--- src/rtl/inst_queue_if.sv ---
// Fetch/decode-facing handshake bundle for inst_queue.
// Master is the fetch+decode side and slave is the queue.
interface inst_queue_if #(
  parameter int DEPTH   = 16,
  parameter int ENTRY_W = 106,
  parameter int FETCH_W = 2,
  parameter int ISSUE_W = 2
);
  localparam int CW = $clog2(DEPTH + 1);
  localparam int NW = $clog2(ISSUE_W + 1);

  logic                       flush;
  logic                       in_en;
  logic [FETCH_W-1:0]         in_valid;
  logic [FETCH_W*ENTRY_W-1:0] in_data;
  logic [NW-1:0]              pop_num;
  logic [ISSUE_W*ENTRY_W-1:0] out_data;
  logic [ISSUE_W-1:0]         out_valid;
  logic [CW-1:0]              count;
  logic                       stall;

  modport master (
    output flush, in_en, in_valid, in_data, pop_num,
    input  out_data, out_valid, count, stall
  );

  modport slave (
    input  flush, in_en, in_valid, in_data, pop_num,
    output out_data, out_valid, count, stall
  );
endinterface

--- src/rtl/inst_queue.sv ---
// Circular fetch-to-decode instruction queue with compacting multi-lane push and variable pop.
// Optional performance counters are enabled by defining INST_QUEUE_PERF_EN.
module inst_queue #(
  parameter int DEPTH   = 16,
  parameter int ENTRY_W = 106,
  parameter int FETCH_W = 2,
  parameter int ISSUE_W = 2
) (
  input  logic        clk,
  input  logic        rst,
  inst_queue_if.slave bus
`ifdef INST_QUEUE_PERF_EN
  ,
  output logic [31:0] full_cycles,
  output logic [31:0] flush_cnt
`endif
);
  localparam int PW = $clog2(DEPTH);
  localparam int CW = $clog2(DEPTH + 1);
  localparam int NW = $clog2(ISSUE_W + 1);

  logic [ENTRY_W-1:0] mem_q [DEPTH];
  logic [PW-1:0]      head_q, head_d;
  logic [PW-1:0]      tail_q, tail_d;
  logic [CW-1:0]      count_q, count_d;

  logic                       stall_s;
  logic                       push_ok_s;
  logic [FETCH_W-1:0]         lane_we_s;
  logic [PW-1:0]              wr_idx_s [FETCH_W];
  logic [CW-1:0]              npush_s;
  logic [NW-1:0]              pop_req_s;
  logic [CW-1:0]              npop_s;
  logic [ISSUE_W*ENTRY_W-1:0] out_data_s;
  logic [ISSUE_W-1:0]         out_valid_s;

  // Stall looks only at registered occupancy so a pop never feeds the push path.
  assign stall_s = (CW'(DEPTH) - count_q) < CW'(FETCH_W);

  // Compacted write slots and clamped pop amount.
  always_comb begin
    npush_s   = '0;
    push_ok_s = bus.in_en & ~stall_s & ~bus.flush;
    for (int i = 0; i < FETCH_W; i++) begin
      lane_we_s[i] = push_ok_s & bus.in_valid[i];
      wr_idx_s[i]  = tail_q + npush_s[PW-1:0];
      npush_s      = npush_s + CW'(lane_we_s[i]);
    end
    if (bus.pop_num > NW'(ISSUE_W)) begin
      pop_req_s = NW'(ISSUE_W);
    end else begin
      pop_req_s = bus.pop_num;
    end
    if (CW'(pop_req_s) > count_q) begin
      npop_s = count_q;
    end else begin
      npop_s = CW'(pop_req_s);
    end
  end

  // Pointer and occupancy next state; flush wins over push and pop.
  always_comb begin
    if (bus.flush) begin
      head_d  = '0;
      tail_d  = '0;
      count_d = '0;
    end else begin
      head_d  = head_q + npop_s[PW-1:0];
      tail_d  = tail_q + npush_s[PW-1:0];
      count_d = count_q + npush_s - npop_s;
    end
  end

  // Pointer and occupancy registers.
  always_ff @(posedge clk or negedge rst) begin
    if (!rst) begin
      head_q  <= '0;
      tail_q  <= '0;
      count_q <= '0;
    end else begin
      head_q  <= head_d;
      tail_q  <= tail_d;
      count_q <= count_d;
    end
  end

  // Entry storage; left unreset since out_valid gates every read.
  always_ff @(posedge clk) begin
    for (int i = 0; i < FETCH_W; i++) begin
      if (lane_we_s[i]) begin
        mem_q[wr_idx_s[i]] <= bus.in_data[i*ENTRY_W +: ENTRY_W];
      end
    end
  end

  // Zero-latency read of the oldest ISSUE_W entries.
  always_comb begin
    for (int i = 0; i < ISSUE_W; i++) begin
      out_valid_s[i]                    = count_q > CW'(i);
      out_data_s[i*ENTRY_W +: ENTRY_W] = mem_q[head_q + PW'(i)];
    end
  end

  assign bus.out_data  = out_data_s;
  assign bus.out_valid = out_valid_s;
  assign bus.count     = count_q;
  assign bus.stall     = stall_s;

`ifdef INST_QUEUE_PERF_EN
  logic [31:0] full_cycles_q;
  logic [31:0] flush_cnt_q;

  // Stall-cycle and flush counters survive flush and wrap naturally.
  always_ff @(posedge clk or negedge rst) begin
    if (!rst) begin
      full_cycles_q <= 32'd0;
      flush_cnt_q   <= 32'd0;
    end else begin
      full_cycles_q <= full_cycles_q + {31'd0, stall_s};
      flush_cnt_q   <= flush_cnt_q + {31'd0, bus.flush};
    end
  end

  assign full_cycles = full_cycles_q;
  assign flush_cnt   = flush_cnt_q;
`endif
endmodule

--- src/flat_wrapper.sv ---
// flat-port wrapper written by rule: the top's interface ports become plain ports
module inst_queue_flat 
#(
  parameter int DEPTH   = 16,
  parameter int ENTRY_W = 106,
  parameter int FETCH_W = 2,
  parameter int ISSUE_W = 2
)
  (clk, rst, bus_flush, bus_in_en, bus_in_valid, bus_in_data, bus_pop_num, bus_out_data, bus_out_valid, bus_count, bus_stall);
  inst_queue_if #(.DEPTH(DEPTH), .ENTRY_W(ENTRY_W), .FETCH_W(FETCH_W), .ISSUE_W(ISSUE_W)) bus_i ();
  input  logic clk;
  input  logic rst;
  input wire logic [$bits(bus_i.flush)-1:0] bus_flush;
  input wire logic [$bits(bus_i.in_en)-1:0] bus_in_en;
  input wire logic [$bits(bus_i.in_valid)-1:0] bus_in_valid;
  input wire logic [$bits(bus_i.in_data)-1:0] bus_in_data;
  input wire logic [$bits(bus_i.pop_num)-1:0] bus_pop_num;
  output wire logic [$bits(bus_i.out_data)-1:0] bus_out_data;
  output wire logic [$bits(bus_i.out_valid)-1:0] bus_out_valid;
  output wire logic [$bits(bus_i.count)-1:0] bus_count;
  output wire logic [$bits(bus_i.stall)-1:0] bus_stall;
  assign bus_i.flush = bus_flush;
  assign bus_i.in_en = bus_in_en;
  assign bus_i.in_valid = bus_in_valid;
  assign bus_i.in_data = bus_in_data;
  assign bus_i.pop_num = bus_pop_num;
  assign bus_out_data = bus_i.out_data;
  assign bus_out_valid = bus_i.out_valid;
  assign bus_count = bus_i.count;
  assign bus_stall = bus_i.stall;
  inst_queue #(.DEPTH(DEPTH), .ENTRY_W(ENTRY_W), .FETCH_W(FETCH_W), .ISSUE_W(ISSUE_W)) u_core (.clk(clk), .rst(rst), .bus(bus_i));
endmodule
--- config.mk ---
export PLATFORM = sky130hd
export DESIGN_NAME = inst_queue_flat
export DESIGN_NICKNAME = d
export VERILOG_FILES = /design/src/rtl/inst_queue_if.sv /design/src/rtl/inst_queue.sv /design/src/flat_wrapper.sv
export SDC_FILE = /design/constraint.sdc
export NUM_CORES = 2
export LEC_CHECK = 0
export CORE_AREA = 2 2 519 573
export DETAILED_ROUTE_END_ITERATION = 8
export DIE_AREA = 0 0 521 575
export GPL_ROUTABILITY_DRIVEN = 0
export PLACE_DENSITY = 0.49
export SETUP_SLACK_MARGIN = 0.4
export SLEW_MARGIN = 20
export SYNTH_ARGS = -nofsm -noshare
export SYNTH_HDL_FRONTEND = slang
export SYNTH_SLANG_ARGS = --single-unit
--- constraint.sdc ---
create_clock -name clk -period 10.7 [get_ports clk]
set_input_delay 2.14 -clock clk [delete_from_list [all_inputs] [get_ports clk]]
set_output_delay 2.14 -clock clk [all_outputs]
set_load 0.005 [all_outputs]
==> Yosys cells after proc, flatten, opt, wreduce, memory -nomap -nowiden <==
Memories as Yosys holds them, arrays and structs flattened.
Index checks and enable logic that the tools add are counted.
{ "totals": {"n_memories": 1, "in_bits": 220, "mem_bits_rw": 1696, "regBits": 13, "elab_cells": 32} }
{ "mem_list": {"columns": ["name", "words", "word_bits", "rd", "rd_clocked_by_memory_dff", "write_ports", "line", "source"], "rows": [
  ["u_core.mem_q", 16, 106, 2, 0, 2, "inst_queue.sv:22", "logic [ENTRY_W-1:0] mem_q [DEPTH];"]
]} }
{ "op_classes": {"bitwise_logic": 6, "n_mux": 9, "n_lt_le_gt_ge": 5, "n_addsub": 8} }
{ "ops": {"columns": ["cell", "n"], "rows": [
  ["$gt 5x1->1 const B", 2],
  ["$mux 5", 2],
  ["$add 4x4->4", 2],
  ["$mux 4", 2],
  ["$add 5x5->5", 1],
  ["$gt 2x5->1", 1],
  ["$lt 5x2->1 const B", 1],
  ["$sub 5x5->5", 1],
  ["$sub 5x5->5 const A", 1],
  ["$add 4x1->4", 1],
  ["$add 4x1->4 const B", 1],
  ["$and 1x1->1", 4],
  ["$mux 1", 4],
  ["$add 1x1->2", 1],
  ["$gt 2x2->1 const B", 1],
  ["$mux 2", 1],
  ["$not 1->1", 2]
]} }

==> Depth between registers and ports, before layout <==
{ "logic_depth": {"ltp_word": 10, "ltp_mapped": 19} }

==> Least setup slack after synthesis <==
OpenSTA, ideal clock, no wires.
{ "synth_path": {"path_type": "input-to-reg", "start": "in bus_in_en", "end": "mem u_core.mem_q[5][0] (enable)", "required_ps": 9983, "arrival_ps": 10142, "stages": 4, "setup_ps": 717, "path_buffers": 0, "path_slack_ps": -159, "path_cell_list": "nor2b_1 > and2_1 > nand4b_1 > o21ai_0"} }
{ "synth_lines": {"columns": ["element", "line", "source"], "rows": [
  ["start: declaration", "flat_wrapper.sv:14", "input wire logic [$bits(bus_i.in_en)-1:0] bus_in_en;"],
  ["end: declaration", "inst_queue.sv:22", null]
]} }

==> Worst setup path in the final report <==
{ "layout_path": {"start": "reg u_core.head_q[0]", "end": "out bus_out_data[109]"} }
{ "layout_between": {"elab_chain_cells": 2} }
{ "layout_lines": {"columns": ["element", "line", "source"], "rows": [
  ["start: declaration", "inst_queue.sv:23", "logic [PW-1:0] head_q, head_d;"],
  ["start signal: assignment", "inst_queue.sv:77", "head_q <= '0;"],
  ["start signal: assignment", "inst_queue.sv:81", "head_q <= head_d;"],
  ["$add 4x1->4", "inst_queue.sv:100", "out_data_s[i*ENTRY_W +: ENTRY_W] = mem_q[head_q + PW'(i)];"],
  ["$mem_v2 16x106", null, null],
  ["end: declaration", "flat_wrapper.sv:18", "output wire logic [$bits(bus_i.out_data)-1:0] bus_out_data;"]
]} }
No other way between the ends.

==> flow_metrics.tcl <==
set metrics [dict create \
    outcome "finished clean" \
    routed_wl_um 360000 \
    htreeDepth 4 \
    place.port_buffers 439 \
    firstDrtPassIters 5 \
    power.leakage_nw 35.1 \
    syn_nets 5867 \
    pre_cts_slack_ns 2.67 \
    area_growth_syn_to_layout_pct 14.3 \
    critPathKind "flop to primary output" \
    antenna_found_initial 72 \
    crit_path_max_fanout 56 \
    synth_top_area_frac 0.512 \
    drv_slew 0 \
    layout_commonest_cell "edfxtp_1" \
    gr-usage-all-layers 0.236 \
    timing.final.crit_share 0.752 \
    fmax_mhz 124 \
    clk-insertion-delay-late_ns 0.89 \
    clk_path_buf_depth 4 \
    fillers 26900 \
    grt_use_met3 0.0397 \
    final_cell_mix "1,696 x edfxtp_1, 1,599 x mux2_2, 954 x mux4_2" \
    seq_area_frac_synth 0.516 \
    synth.distinct_cells 55 \
    rsz0062_at_grt "false" \
    core.rowCount 209 \
    grt_pass1_wl_um 501000 \
    cts_setup_buffers 0 \
    vdd_drop_max_uv 302 \
    root_buffer "clkbuf_16" \
    async_flop_share 0.00761 \
    end_kind "primary output" \
    hpwl_um 193000 \
    placed_cell_area_mm2 0.107 \
    die_height_um 575 \
    layout-drive-gt1-share 0.522 \
    period_minus_slack_ns 8.05 \
    grt_overflow 0 \
    multi_input_area_mm2 0.0454 \
    final_area_mm2 0.114 \
    hold_viol_final 0 \
    cts.sinks 1709 \
    tns_ns 0 \
    maxCapViolations 0 \
    num_vias 58800 \
    synth.area.top_cells "edfxtp_1 51%, mux4_2 22%, mux2_2 18%" \
    cp-start-kind "flop" \
    crit_required_ns 8.56 \
    drtIter0Drc 5823 \
    grt_use_met2 0.388 \
    netlist_instances 5624 \
    postLayoutCoreUtil 0.387 \
    use_met1 0.325 \
    setup_slack_ns 2.65 \
    hp-class "flop to flop" \
    core_area_mm2 0.294 \
    drc_errors 0 \
    routedWlPerCell_um 36.8 \
    vias_per_cell 6.00 \
    die_w_um 521 \
    cts_tree "built" \
    skew_ns 0.0408 \
    post_cts_resize_count 0 \
    finalPower_w 0.0261 \
    arrival_ns 5.91 \
    synth_edf_count 1696 \
    clkTransAtPathRegs_ns 0.06 \
    worst_pin_slew_ns 1.14 \
    grt_max_degree 131 \
    ys_ff_latch 1709 \
    grt_pass1_vias 60800 \
    ys_warn_count 0 \
    power_density_mw_per_mm2 230 \
    cts_hold_buf 0 \
    syn_area_mm2 0.0994 \
    final_nets 5970 \
    seqCellArea_mm2 0.0513 \
    boundaryPins 440 \
    synthFlopType "edfxtp_1" \
    reg2reg_setup_slack_ns 4.10 \
    setup_violations 0 \
    initial_core_util 0.338 \
    dieArea_mm2 0.300 \
    slew_headroom 0.237 \
    cts_buffers 208 \
    grt_busiest_layer "met2" \
    synth.largest_area_cell "edfxtp_1" \
    ant_nets 0 \
    syn_avg_cell_area_um2 17.7 \
]
-- path summary, 6_finish.rpt --
path	start	end	depth (start not counted)
max	u_core.head_q[0]	bus_out_data[109]	6
min	u_core.tail_q[3]	u_core.tail_q[3]	2
max reg2reg	u_core.bus.count[1]	u_core.mem_q[4][66]	15
min reg2reg	u_core.tail_q[3]	u_core.tail_q[3]	2
max in group asynchronous	rst	u_core.head_q[3]	1
min in group asynchronous	rst	u_core.bus.count[0]	1
-- stage by stage --
stage / hold slack (ns) / cells
final: 0.785 / 9799
after detailed placement: 0.763 / 9419
after global routing: 0.845 / 9792
after global placement: 0.739 / 9419
after floorplan: 0.612 / 5624
after CTS: 0.769 / 9782
-- state kept, by name (all words and copies together), names as in the netlist --
| signal | count |
|---|---|
| u_core.mem_q | 1696 |
| u_core.bus.count | 5 |
| u_core.head_q | 4 |
| u_core.tail_q | 4 |
-- report_power, final --
group	internal, W	switching, W
clock network	0.00391	0.00295
registers	0.00753	0.000231
logic	0.00575	0.00577
total	0.0172	0.00895
-- critical path, cell delays in order, from the launching register on --
cell and delay, ns:
dfrtp_4 0.81, buf_4 0.74, buf_4 0.82, buf_4 0.86
mux4_2 0.61, mux4_2 0.55, clkdlybuf4s50_1 0.49
-- cells in the mapped netlist (2+ instances only) --
cell and instances:
edfxtp_1 1696, mux2_2 1599, mux4_2 954, clkbuf_1 390, buf_2 208, a211oi_1 106
a21oi_1 100, mux2i_1 96, and2_1 93, mux2_4 77, buf_1 45, nand2_1 28
nor2b_1 23, buf_6 20, mux2_1 20, ha_1 19, inv_1 16, dfrtp_1 13
buf_4 12, a31oi_1 11, o21ai_0 11, nor2_1 10, o21bai_1 9, and3_1 6
xor2_1 5, and2_0 4, fa_1 4, nand2b_1 4, o211a_1 4, o211ai_4 4
nand3_1 3, nand3_4 3, nor3_1 3, xnor2_1 3, a21o_1 2, a41o_1 2
nand4b_1 2, nor3b_1 2
-- cells by family (layout without fill, tap and decap cells) --
logic type,count (synthesis),after routing,share of synthesized area
mux,2746,2746,0.421
flops,1709,1709,0.516
buf+inv,692,948,0.0308
compound gates,254,254,0.0171
simple gates,191,191,0.0117
fa+ha+maj,23,23,0.00320
xor+xnor,8,8,0.000705
other cells,1,17,0.0000377
-- layer usage --
layer | part of all wire | vias to the layer above | routed length [µm]
li1 | - | 23700 | -
met1 | 0.43 | 32600 | 156000
met2 | 0.48 | 1996 | 174000
met3 | 0.059 | 519 | 21100
met4 | 0.025 | 52 | 8970
met5 | 0.00091 | - | 328
-- area by class of cell --
cell class                 count  share of cell area
sequential                  1709               0.451
multi-input combinational   3223               0.399
timing repair buffer         569              0.0495
clock buffer                 247              0.0473
tap                         3903              0.0430
clock inverter               116             0.00848
inverter                      16            0.000595
antenna                       16            0.000352
Note: power is estimated with default switching activity, not from simulation.
